$ cat src/rtl/stage5_wb_param.sv
// Writeback/commit stage: holds one instruction, resolves exceptions through a
// priority/ecode table, waits out a multi-cycle CSR read and commits to RF/CSR.
module stage5_wb_param #(
    parameter int DATA_W    = 32,
    parameter int CSR_NUM_W = 14,
    parameter int NUM_EXC   = 6,
    // slice [6i+5:6i] is the ecode of cause i: cause0=0x0, 1=0xd, 2=0x9, 3=0x8, 4=0xc, 5=0xb
    parameter logic [NUM_EXC*6-1:0] ECODE_TABLE = {6'hb, 6'hc, 6'h8, 6'h9, 6'hd, 6'h0},
    parameter int CSR_RD_LAT = 0,
    parameter int CNT_W      = 64
) (
    input  logic                  clk,
    input  logic                  reset,
    input  logic                  ms_to_ws_valid,
    output logic                  ws_allow_in,
    input  logic [DATA_W-1:0]     ms_pc,
    input  logic                  ms_gr_we,
    input  logic [4:0]            ms_dest,
    input  logic [DATA_W-1:0]     ms_result,
    input  logic                  ms_csr_re,
    input  logic                  ms_csr_we,
    input  logic [CSR_NUM_W-1:0]  ms_csr_num,
    input  logic [DATA_W-1:0]     ms_csr_wmask,
    input  logic [DATA_W-1:0]     ms_csr_wvalue,
    input  logic                  ms_ertn,
    input  logic [NUM_EXC-1:0]    ms_exc_vec,
    input  logic [8:0]            ms_esubcode,
    input  logic [DATA_W-1:0]     ms_vaddr,
    output logic [CSR_NUM_W-1:0]  csr_num,
    output logic                  csr_re,
    input  logic [DATA_W-1:0]     csr_rvalue,
    output logic                  csr_we,
    output logic [DATA_W-1:0]     csr_wmask,
    output logic [DATA_W-1:0]     csr_wvalue,
    output logic                  ertn_flush,
    output logic                  wb_ex,
    output logic [5:0]            wb_ecode,
    output logic [8:0]            wb_esubcode,
    output logic [DATA_W-1:0]     wb_pc,
    output logic [DATA_W-1:0]     wb_vaddr,
    output logic                  fwd_valid,
    output logic                  fwd_ready,
    output logic [4:0]            fwd_dest,
    output logic [DATA_W-1:0]     fwd_data,
    output logic [CNT_W-1:0]      instret,
    output logic [DATA_W-1:0]     debug_wb_pc,
    output logic [3:0]            debug_wb_rf_we,
    output logic [4:0]            debug_wb_rf_wnum,
    output logic [DATA_W-1:0]     debug_wb_rf_wdata
);

    typedef struct packed {
        logic [DATA_W-1:0]    pc;
        logic                 gr_we;
        logic [4:0]           dest;
        logic [DATA_W-1:0]    result;
        logic                 csr_re;
        logic                 csr_we;
        logic [CSR_NUM_W-1:0] csr_num;
        logic [DATA_W-1:0]    csr_wmask;
        logic [DATA_W-1:0]    csr_wvalue;
        logic                 ertn;
        logic [NUM_EXC-1:0]   exc_vec;
        logic [8:0]           esubcode;
        logic [DATA_W-1:0]    vaddr;
    } ws_payload_t;

    localparam logic [1:0] LAT = 2'(CSR_RD_LAT);

    ws_payload_t       pl, pl_in;
    logic              ws_valid;
    logic [1:0]        rd_cnt;
    logic              any_exc, ready_go, retire, flush, accept, rf_we;
    logic [DATA_W-1:0] rf_wdata;
    logic [5:0]        ecode;

    assign pl_in = {ms_pc, ms_gr_we, ms_dest, ms_result, ms_csr_re, ms_csr_we, ms_csr_num,
                    ms_csr_wmask, ms_csr_wvalue, ms_ertn, ms_exc_vec, ms_esubcode, ms_vaddr};

    assign any_exc     = |pl.exc_vec;
    assign ready_go    = any_exc | !pl.csr_re | (rd_cnt == LAT);
    assign ws_allow_in = !ws_valid | ready_go;
    assign retire      = ws_valid & ready_go & !any_exc;
    assign wb_ex       = ws_valid & any_exc;
    assign ertn_flush  = retire & pl.ertn;
    assign flush       = wb_ex | ertn_flush;
    assign accept      = ms_to_ws_valid & ws_allow_in & !flush;

    // Walk from the lowest-priority cause upward so the lowest set bit wins.
    always_comb begin
        ecode = 6'h0;
        for (int i = NUM_EXC - 1; i >= 0; i--)
            if (pl.exc_vec[i]) ecode = ECODE_TABLE[6*i +: 6];
    end

    always_ff @(posedge clk) begin
        if (reset) begin
            ws_valid <= 1'b0;
            pl       <= '0;
            rd_cnt   <= 2'd0;
            instret  <= '0;
        end else begin
            if (accept) begin
                ws_valid <= 1'b1;
                pl       <= pl_in;
                rd_cnt   <= 2'd0;
            end else begin
                if (ready_go) ws_valid <= 1'b0;
                if (ws_valid && pl.csr_re && !any_exc && rd_cnt < LAT)
                    rd_cnt <= rd_cnt + 2'd1;
            end
            if (retire) instret <= instret + CNT_W'(1);
        end
    end

    assign csr_re      = ws_valid & pl.csr_re;
    assign csr_we      = retire & pl.csr_we;
    assign csr_num     = pl.csr_num;
    assign csr_wmask   = pl.csr_wmask;
    assign csr_wvalue  = pl.csr_wvalue;
    assign rf_we       = retire & pl.gr_we;
    assign rf_wdata    = csr_re ? csr_rvalue : pl.result;

    assign wb_ecode    = ecode;
    assign wb_esubcode = pl.esubcode;
    assign wb_pc       = pl.pc;
    assign wb_vaddr    = pl.vaddr;

    // fwd_ready is qualified by ws_valid so an empty stage drives all zeros.
    assign fwd_valid   = ws_valid & pl.gr_we & !any_exc;
    assign fwd_ready   = ws_valid & ready_go;
    assign fwd_dest    = pl.dest;
    assign fwd_data    = rf_wdata;

    assign debug_wb_pc       = pl.pc;
    assign debug_wb_rf_we    = {4{rf_we}};
    assign debug_wb_rf_wnum  = pl.dest;
    assign debug_wb_rf_wdata = rf_wdata;

endmodule

$ cat config.mk
export PLATFORM = sky130hd
export DESIGN_NAME = stage5_wb_param
export DESIGN_NICKNAME = d
export VERILOG_FILES = /design/src/rtl/stage5_wb_param.sv
export SDC_FILE = /design/constraint.sdc
export NUM_CORES = 1
export LEC_CHECK = 0
export ABC_AREA = 1
export BUFFER_PORTS_ARGS = -buffer_cell sky130_fd_sc_hd__buf_2
export CAP_MARGIN = 0
export CORE_AREA = 2 2 220 222
export CTS_CLUSTER_DIAMETER = 120
export DETAILED_ROUTE_END_ITERATION = 8
export DIE_AREA = 0 0 222 224
export SLEW_MARGIN = 5
export SYNTH_ARGS = -nofsm -noshare
export SYNTH_HDL_FRONTEND = slang
export SYNTH_SLANG_ARGS = --single-unit
$ cat constraint.sdc
create_clock -name clk -period 4.4 [get_ports clk]
set_input_delay 0.44 -clock clk [delete_from_list [all_inputs] [get_ports clk]]
set_output_delay 0.44 -clock clk [all_outputs]
set_load 0.02 [all_outputs]
# Word level (Yosys, flattened, before mapping)

Index checks and enable logic that the tools add are counted.
Widths: inputs -> output; s select.

Register bits after elaboration: 265
Output and inout port bits: 338

Add/subtract/negate cells: 2
Magnitude comparators: 1
Multiplexer cells: 9
Bitwise gates (word level): 15
Reduce and logical (&&, ||, !) cells: 11

Operators with widths:

| kind                  | count |
|---|---|
| $add 64x1->64 const B | 1 |
| $mux 32               | 1 |
| $mux 6                | 5 |
| $and 1x1->1           | 11 |
| $reduce_or 6->1       | 1 |
| $logic_not 1->1       | 4 |
| $mux 4                | 1 |
| $or 1x1->1            | 4 |
| $logic_and 1x1->1     | 3 |
| $add 2x1->2 const B   | 1 |
| $logic_not 2->1       | 1 |
| $lt 2x1->1 const B    | 1 |
| $mux 1                | 2 |
| $reduce_bool 2->1     | 1 |
| $reduce_or 2->1       | 1 |

# Longest topological paths before layout

Gate-level depths: netlist (run 1).

Depth after elaboration: 10
Mapped depth: 11

# Worst setup path after synthesis (run 1)

No wires, ideal clock.

Path kind: reg-to-output
Start: reg ws_valid
End: out fwd_data[22]
Arrival: 1.662 ns
Data required time: 3.960 ns
Slack: 2.298 ns
Stages on the path, launching flop included: 7
Path through: dfxtp_1 -> nand2_1 -> inv_1 -> buf_1 -> nand2_1 -> nand2_1 -> buf_4

Cells in the longest elaborated chain, start to end: 2

RTL lines:

| item                   | RTL line | source |
|---|---|---|
| start, declared        | 71       | `logic ws_valid;` |
| start signal, assigned | 98       | `ws_valid <= 1'b0;` |
| start signal, assigned | 104      | `ws_valid <= 1'b1;` |
| start signal, assigned | 108      | `if (ready_go) ws_valid <= 1'b0;` |
| $and 1x1->1            | 116      | `assign csr_re = ws_valid & pl.csr_re;` |
| named net csr_re       | 30       | `output logic csr_re,` |
| $mux 32                | 122      | `assign rf_wdata = csr_re ? csr_rvalue : pl.result;` |
| end, declared          | 44       | `output logic [DATA_W-1:0] fwd_data,` |

The timed path passes the listed nets, and every way through them passes these cells.

# Final worst setup path (run 1)

Start: reg ws_valid
End: out debug_wb_rf_wdata[12]

Cells in the longest elaborated chain, start to end: 2

RTL lines:

| item          | RTL line | source |
|---|---|---|
| $and 1x1->1   | 116      |  |
| $mux 32       | 122      |  |
| end, declared | 49       | `output logic [DATA_W-1:0] debug_wb_rf_wdata` |

No other way between the ends.

==> results of run 1 <==
==> cells in the mapped netlist, types with 2 or more instances <==
| cell | instances |
|---|---|
| nor2_2 | 4 |
| and2_1 | 3 |
| nand2_1 | 486 |
| o21ai_0 | 15 |
| clkbuf_1 | 56 |
| nor3b_1 | 4 |
| buf_6 | 2 |
| nand3_1 | 237 |
| a21oi_1 | 232 |
| nor3_1 | 10 |
| dfxtp_1 | 263 |
| buf_2 | 19 |
| nor2_1 | 187 |
| inv_1 | 62 |
| conb_1 | 2 |
| xor2_1 | 9 |
| a31oi_1 | 4 |
| buf_4 | 255 |
| nand4_1 | 12 |
==> final cells by class <==
| cell class | count | share of cell area, % |
|---|---|---|
| Clock buffer | 51 | 6.55 |
| Multi-Input combinational cell | 1216 | 34.3 |
| Tap cell | 615 | 4.90 |
| Clock inverter | 7 | 0.287 |
| Timing Repair Buffer | 576 | 18.8 |
| Sequential cell | 263 | 33.5 |
| Antenna cell | 7 | 0.112 |
| Inverter | 64 | 1.53 |
==> through the flow <==
step / hold WS [ps] / area [µm²]
global placement: 444 / 14600
CTS: 133 / 15700
detailed placement: 450 / 14600
finish: 182 / 15700
global route: 156 / 15700
floorplan: 439 / 13100
==> per-layer routing <==
layer  share of wire [%]  up-vias  global-route usage, %  routed length [µm]
met3                 6.4      112                   4.80                3070
met5               0.027        -                      0                  13
met2                  51      495                   33.6               24400
met1                  39     6111                   20.2               18600
met4                 4.3        2                   8.63                2080
li1                    -     6409                      -                   -
==> logic make-up after synthesis <==
logic type               count (synthesis)  synth area share, %
AND/OR/NAND/NOR                        949                 30.4
buffers and inverters                  397                 19.0
flip-flops                             263                 40.1
AO/OA/AOI/OAI                          253                 9.74
XOR/XNOR                                10                0.668
other                                    2               0.0573
adder cells (fa/ha/maj)                  1               0.0954
==> sequential cells by signal, indices dropped and copies added (netlist names) <==
signal	flops
instret	64
debug_wb_pc	32
debug_wb_rf_wnum	5
csr_wvalue	32
pl	42
csr_wmask	32
ws_valid	1
csr_num	14
wb_vaddr	32
wb_esubcode	9
==> worst paths after layout <==
kind	endpoint	cells past startpoint	slack, ps	from
min	pl[140]$_SDFFE_PP0P_	3	180	ms_result[12]
min reg2reg	wb_vaddr[12]$_SDFFE_PP0P_	2	460	wb_vaddr[12]$_SDFFE_PP0P_
max reg2reg	csr_wmask[22]$_SDFFE_PP0P_	8	1700	pl[43]$_SDFFE_PP0P_
max	debug_wb_rf_wdata[12]	6	1310	ws_valid$_SDFF_PP0_
==> worst min-delay path, delay by kind of cell <==
kind / cells / cell delay (ps)
buf+inv: 1 / 100
simple gates: 1 / 70
compound gates: 1 / 60
==> power groups by stage <==
stage / Sequential, mW / Combinational, mW / Clock (mW)
global placement: 2.63 / 0.966 / 0
global route: 2.60 / 1.05 / 2.87
finish: 2.58 / 0.966 / 2.69
CTS: 2.58 / 0.980 / 2.77
floorplan: 2.61 / 0.788 / 0
detailed placement: 2.63 / 0.976 / 0
==> flow_metrics.py, run 1 <==
metrics = {
    "synth": {
        "yosys.area.top_type_share_pct": 40.1,
        "syn_avg_cell_area_um2": 7.00,
        "ys_ff_latch": 263,
        "synthArstFlopShare_pct": 0,
        "ys_seq_area_share_pct": 40.1,
        "synth_area_leaders": "dfxtp_1 (40%), buf_4 (15%), nand2_1 (14%)",
        "synth_warnings": 0,
        "ys.flop_type": "dfxtp_1",
        "synth_cell_type_count": 32,
        "synth_top_cell_by_area": "dfxtp_1",
        "synth_edf_count": 0,
        "synthesis.area_mm2": 0.0131,
        "syn_inst": 1875,
    },
    "min_path": {
        "hold_class": "in2reg",
    },
    "pwr": {
        "netSwitchingFraction_pct": 28.9,
        "ir_drop_mv": 0.273,
        "p_comb_share_pct": 15.5,
        "p_switching_mw": 1.80,
        "power_frac_seq_pct": 41.4,
        "power.internal_mw": 4.44,
        "clkPwrFrac_pct": 43.1,
        "total_power_mw": 6.24,
        "power_leakage_nw": 7.22,
        "power_density_mw_per_mm2": 398,
    },
    "die": {
        "pin_count": 571,
        "core_mm2": 0.0473,
        "die_x_um": 222,
        "rows": 80,
        "dieHeight_um": 224,
        "dieArea_mm2": 0.0497,
        "initial_core_util_pct": 27.7,
    },
    "global_route": {
        "grt_pass1_vias": 12608,
        "overflow": 0,
        "grt.total_usage_pct": 18.5,
        "antenna_found_initial": 11,
        "grt_first_pass_wirelength_um": 72200,
        "grt_max_degree": 199,
    },
    "timing": {
        "worst_pin_slew_ps": 1090,
        "hold_violations": 0,
        "rsz0062_at_grt": "no",
        "max_freq_mhz": 324,
        "slew_viol_final": 0,
        "period_share_pct": 70.2,
        "timing.slew.headroom_pct": 27.0,
        "post-route-min-period_ps": 3090,
        "layout_setup_ws_ps": 1310,
        "skew_ps": 11.7,
        "tns_ps": 0,
        "finalSetupViolCount": 0,
    },
    "cts": {
        "htreeDepth": 2,
        "root_buffer": "clkbuf_16",
        "cts_setup_buffers": 0,
        "holdBufCountCts": 0,
        "numCtsBuffers": 34,
        "numClockSinks": 263,
        "clk_pin_slew_ps": 60,
        "post_cts_resized": 0,
        "cts_tree": "yes",
        "clock_path_buffers": 3,
        "clkLatencyLatePin_ps": 530,
    },
    "placed_design": {
        "place_congestion": 0.883,
        "dp_hpwl_um": 35500,
        "place_ws_ps": 1720,
        "place_inst": 2734,
        "port_buffers": 567,
    },
    "final_layout": {
        "nets": 2389,
        "drive_gt1_share_pct": 29.2,
        "final_common_cell": "buf_2",
        "fillers": 5175,
        "multi_input_area_mm2": 0.00538,
        "syn_to_final_growth_pct": 19.7,
        "final_util_pct": 33.2,
        "layout_common_cells": "buf_2 (565), nand2_1 (486), dfxtp_1 (263), nand3_1 (237), a21oi_1 (232)",
        "final_cells": 2799,
        "seq_area_mm2": 0.00527,
    },
    "setup_path": {
        "cp_slowest_stage_delay_ps": 760,
        "worstPathMaxFanout": 33,
        "critical_path.top_delay_family": "buffers and inverters",
        "path_cells": "nand2_1, buf_4, inv_1, nand2_1, nand2_1, buf_2",
        "crit_required_ps": 3960,
        "worst_path_max_delay_cell": "inv_1",
        "critPathLaunchType": "flop",
        "critPathArrivalTime_ps": 2650,
        "setup.worst_path.class": "reg2out",
        "critPathBufInv": 3,
        "cp-end-kind": "primary output",
        "crit_top_cell": "nand2_1",
    },
    "run": {
        "drv_cap": 0,
    },
    "detailed_routing": {
        "drt-initial-drc-count": 887,
        "route.detailed.drc": 0,
        "drtPass1Iterations": 5,
        "wl_per_cell_um": 17.2,
        "postRouteWirelength_um": 48200,
        "vias": 13129,
        "drtAntennaViolNets": 0,
        "vias_per_cell": 4.69,
    },
    "outcome": {
        "status": "finished, final reports clean",
    },
}
(Power assumes the default switching activity.)
==> inputs of run 2 (changes only) <==
Settings changed: ABC_AREA 1 to 0, CORE_AREA 2 2 220 222 to 2 2 224 226, DIE_AREA 0 0 222 224 to 0 0 226 228.
Clock period 4.4 ns to 3.2 ns, I/O delays scaled along.
==> flow_metrics.py, run 2 <==
metrics = {
    "setup_path": {
        "crit_required_ps": 3690,
        "critPathLaunchType": "flop",
        "r2r_setup_slack_ps": 400,
        "r2r-end": "instret[46]$_SDFFE_PP0N_",
        "critPathArrivalTime_ps": 3300,
        "cp-end-kind": "flop",
        "r2r_cells": 7,
        "setup.worst_path.class": "reg2reg",
        "worstPathMaxFanout": 20,
        "reg2reg_from": "pl[42]$_SDFFE_PP0P_",
    },
    "synth": {
        "synthesis.area_mm2": 0.0121,
        "synth.most_common_cell": "nand2_1",
        "synth_cell_type_count": 40,
        "synthArstFlopShare_pct": 0,
        "ys_ff_latch": 263,
        "synth_warnings": 0,
        "yosys.area.top_type_share_pct": 43.4,
        "syn_avg_cell_area_um2": 7.92,
        "synth_edf_count": 0,
        "syn_inst": 1532,
        "synth_area_leaders": "dfxtp_1 (43%), buf_4 (14%), nand2_1 (13%)",
        "ys_seq_area_share_pct": 43.4,
        "synth_common_cells": "nand2_1 (425), dfxtp_1 (263), buf_4 (233), a21oi_1 (228), clkbuf_1 (66)",
        "ys.flop_type": "dfxtp_1",
        "synth_top_cell_by_area": "dfxtp_1",
    },
    "placed_design": {
        "dp_hpwl_um": 28700,
        "place_congestion": 0.942,
        "port_buffers": 567,
        "place_area_mm2": 0.0140,
    },
    "final_layout": {
        "drive_gt1_share_pct": 34.1,
        "reg.largest.list": "instret: 64 flops, pl: 42 flops",
        "stdcell_area_mm2": 0.0167,
        "fillers": 5081,
        "largest_reg_flops": 64,
        "final_common_cell": "buf_2",
        "nets": 2240,
        "syn_to_final_growth_pct": 37.4,
        "regMostFlops": "instret",
        "layout_common_cells": "buf_2 (566), nand2_1 (424), dfxtp_1 (263), a21oi_1 (228), dlygate4sd3_1 (168)",
        "final_util_pct": 33.8,
    },
    "timing": {
        "timing.slew.headroom_pct": 33.3,
        "rsz0062_at_grt": "no",
        "skew_ps": 24.6,
        "worst_pin_slew_ps": 1000,
        "max_freq_mhz": 357,
        "slew_viol_final": 0,
        "post-route-min-period_ps": 2800,
        "tns_ps": 0,
        "hold_violations": 0,
        "period_share_pct": 87.7,
        "finalSetupViolCount": 0,
    },
    "pwr": {
        "p_comb_share_pct": 16.9,
        "p_switching_mw": 2.30,
        "ir_drop_mv": 0.383,
        "power_density_mw_per_mm2": 494,
        "power.internal_mw": 5.95,
        "power_frac_seq_pct": 42.9,
        "power_leakage_nw": 7.67,
        "total_power_mw": 8.24,
        "clkPwrFrac_pct": 40.2,
        "netSwitchingFraction_pct": 27.9,
    },
    "min_path": {
        "hold_class": "in2reg",
        "hold_start": "ms_csr_wvalue[30]",
        "whs_path_depth": 3,
        "whs_endpoint": "csr_wvalue[30]$_SDFFE_PP0P_",
    },
    "detailed_routing": {
        "wl_per_cell_um": 15.0,
        "postRouteWirelength_um": 40600,
        "drtPass1Iterations": 5,
        "vias_per_cell": 4.39,
        "drtAntennaViolNets": 0,
        "route.detailed.drc": 0,
        "vias": 11879,
        "drt-initial-drc-count": 574,
    },
    "cts": {
        "htreeDepth": 1,
        "numClockSinks": 263,
        "clock_path_buffers": 3,
        "clkLatencyLatePin_ps": 560,
        "root_buffer": "clkbuf_16",
        "clk_pin_slew_ps": 60,
        "post_cts_resized": 0,
        "cts_tree": "yes",
        "numCtsBuffers": 29,
    },
    "outcome": {
        "status": "finished, final reports clean",
    },
    "global_route": {
        "grt_pass1_vias": 11501,
        "antenna_found_initial": 5,
        "grt_max_degree": 134,
        "grt.total_usage_pct": 14.9,
        "grt_first_pass_wirelength_um": 62300,
        "overflow": 0,
    },
    "die": {
        "dieArea_mm2": 0.0515,
        "initial_core_util_pct": 24.6,
        "die_x_um": 226,
        "rows": 82,
        "core_mm2": 0.0493,
        "dieHeight_um": 228,
        "pin_count": 571,
    },
    "run": {
        "drv_cap": 0,
    },
}
[run 2: cell families (layout without fill, tap and decap cells)]
| logic type | after synthesis | count (layout) | synth area share (%) |
|---|---|---|---|
| simple gates | 608 | 608 | 22.3 |
| buf+inv | 331 | 826 | 17.7 |
| compound gates | 263 | 263 | 11.2 |
| flops | 263 | 263 | 43.4 |
| mux | 36 | 36 | 3.34 |
| xor+xnor | 28 | 28 | 2.02 |
| other cells | 2 | 7 | 0.0619 |
| fa+ha+maj | 1 | 1 | 0.103 |
[run 2: power groups by stage]
stage | logic [mW] | clock network, mW | registers, mW
2_1_floorplan | 0.954 | 0 | 3.58
3_5_place_dp | 1.23 | 0 | 3.61
6_report | 1.40 | 3.31 | 3.54
4_1_cts | 1.39 | 3.42 | 3.53
5_1_grt | 1.51 | 3.57 | 3.55
3_3_place_gp | 1.21 | 0 | 3.60
[run 2: worst max path at each step]
stage	end	slack [ps]	cells past startpoint	from
6_report	instret[46]$_SDFFE_PP0N_	400	7	pl[42]$_SDFFE_PP0P_
5_1_grt	instret[52]$_SDFFE_PP0N_	200	6	pl[42]$_SDFFE_PP0P_
4_1_cts	pl[42]$_SDFFE_PP0P_	380	9	pl[42]$_SDFFE_PP0P_
3_5_place_dp	instret[46]$_SDFFE_PP0N_	400	7	pl[42]$_SDFFE_PP0P_
3_3_place_gp	instret[52]$_SDFFE_PP0N_	490	6	pl[42]$_SDFFE_PP0P_
2_1_floorplan	instret[38]$_SDFFE_PP0N_	550	6	ws_valid$_SDFF_PP0_
[run 2: repair_timing]
action                    CTS  global route
hold buffers              168             0
setup buffers               0             0
hold endpoints to repair  168             0
[run 2: worst max-delay path, stage by stage (launching register included)]
cell	delay, ps
dfxtp_1	350
or4_1	580
buf_4	210
nor4_4	320
nand4_2	450
buf_4	330
or3_1	340
a21oi_1	150
[run 2: stage by stage]
stage / hold WS, ps / cells / setup WS [ps]
final: 36.5 / 2704 / 395
after CTS: 0.187 / 2700 / 381
after detailed placement: 444 / 2479 / 405
after global routing: 16.9 / 2703 / 197
after global placement: 439 / 2479 / 488
after floorplan: 432 / 1533 / 550
[run 2: per-layer routing]
metal  part of all wire (%)  global-route usage [%]  vias to the layer above
li1                       -                       -                     5783
met1                     41                    17.6                     5519
met2                     48                    25.9                      500
met3                    7.4                    3.28                       75
met4                    3.3                    6.11                        2
met5                  0.032                       0                        -
[run 2: area by class of cell]
type                    instances  area [µm²]  share of cell area [%]
multi-input cells             939        4740                    28.4
diodes                          4        10.0                  0.0600
well taps                     672         841                    5.04
flip-flops and latches        263        5270                    31.6
inverters                       9        33.8                   0.203
clock buffers                  42         865                    5.19
clock inverters                11        87.6                   0.525
repair buffers                764        4830                    29.0
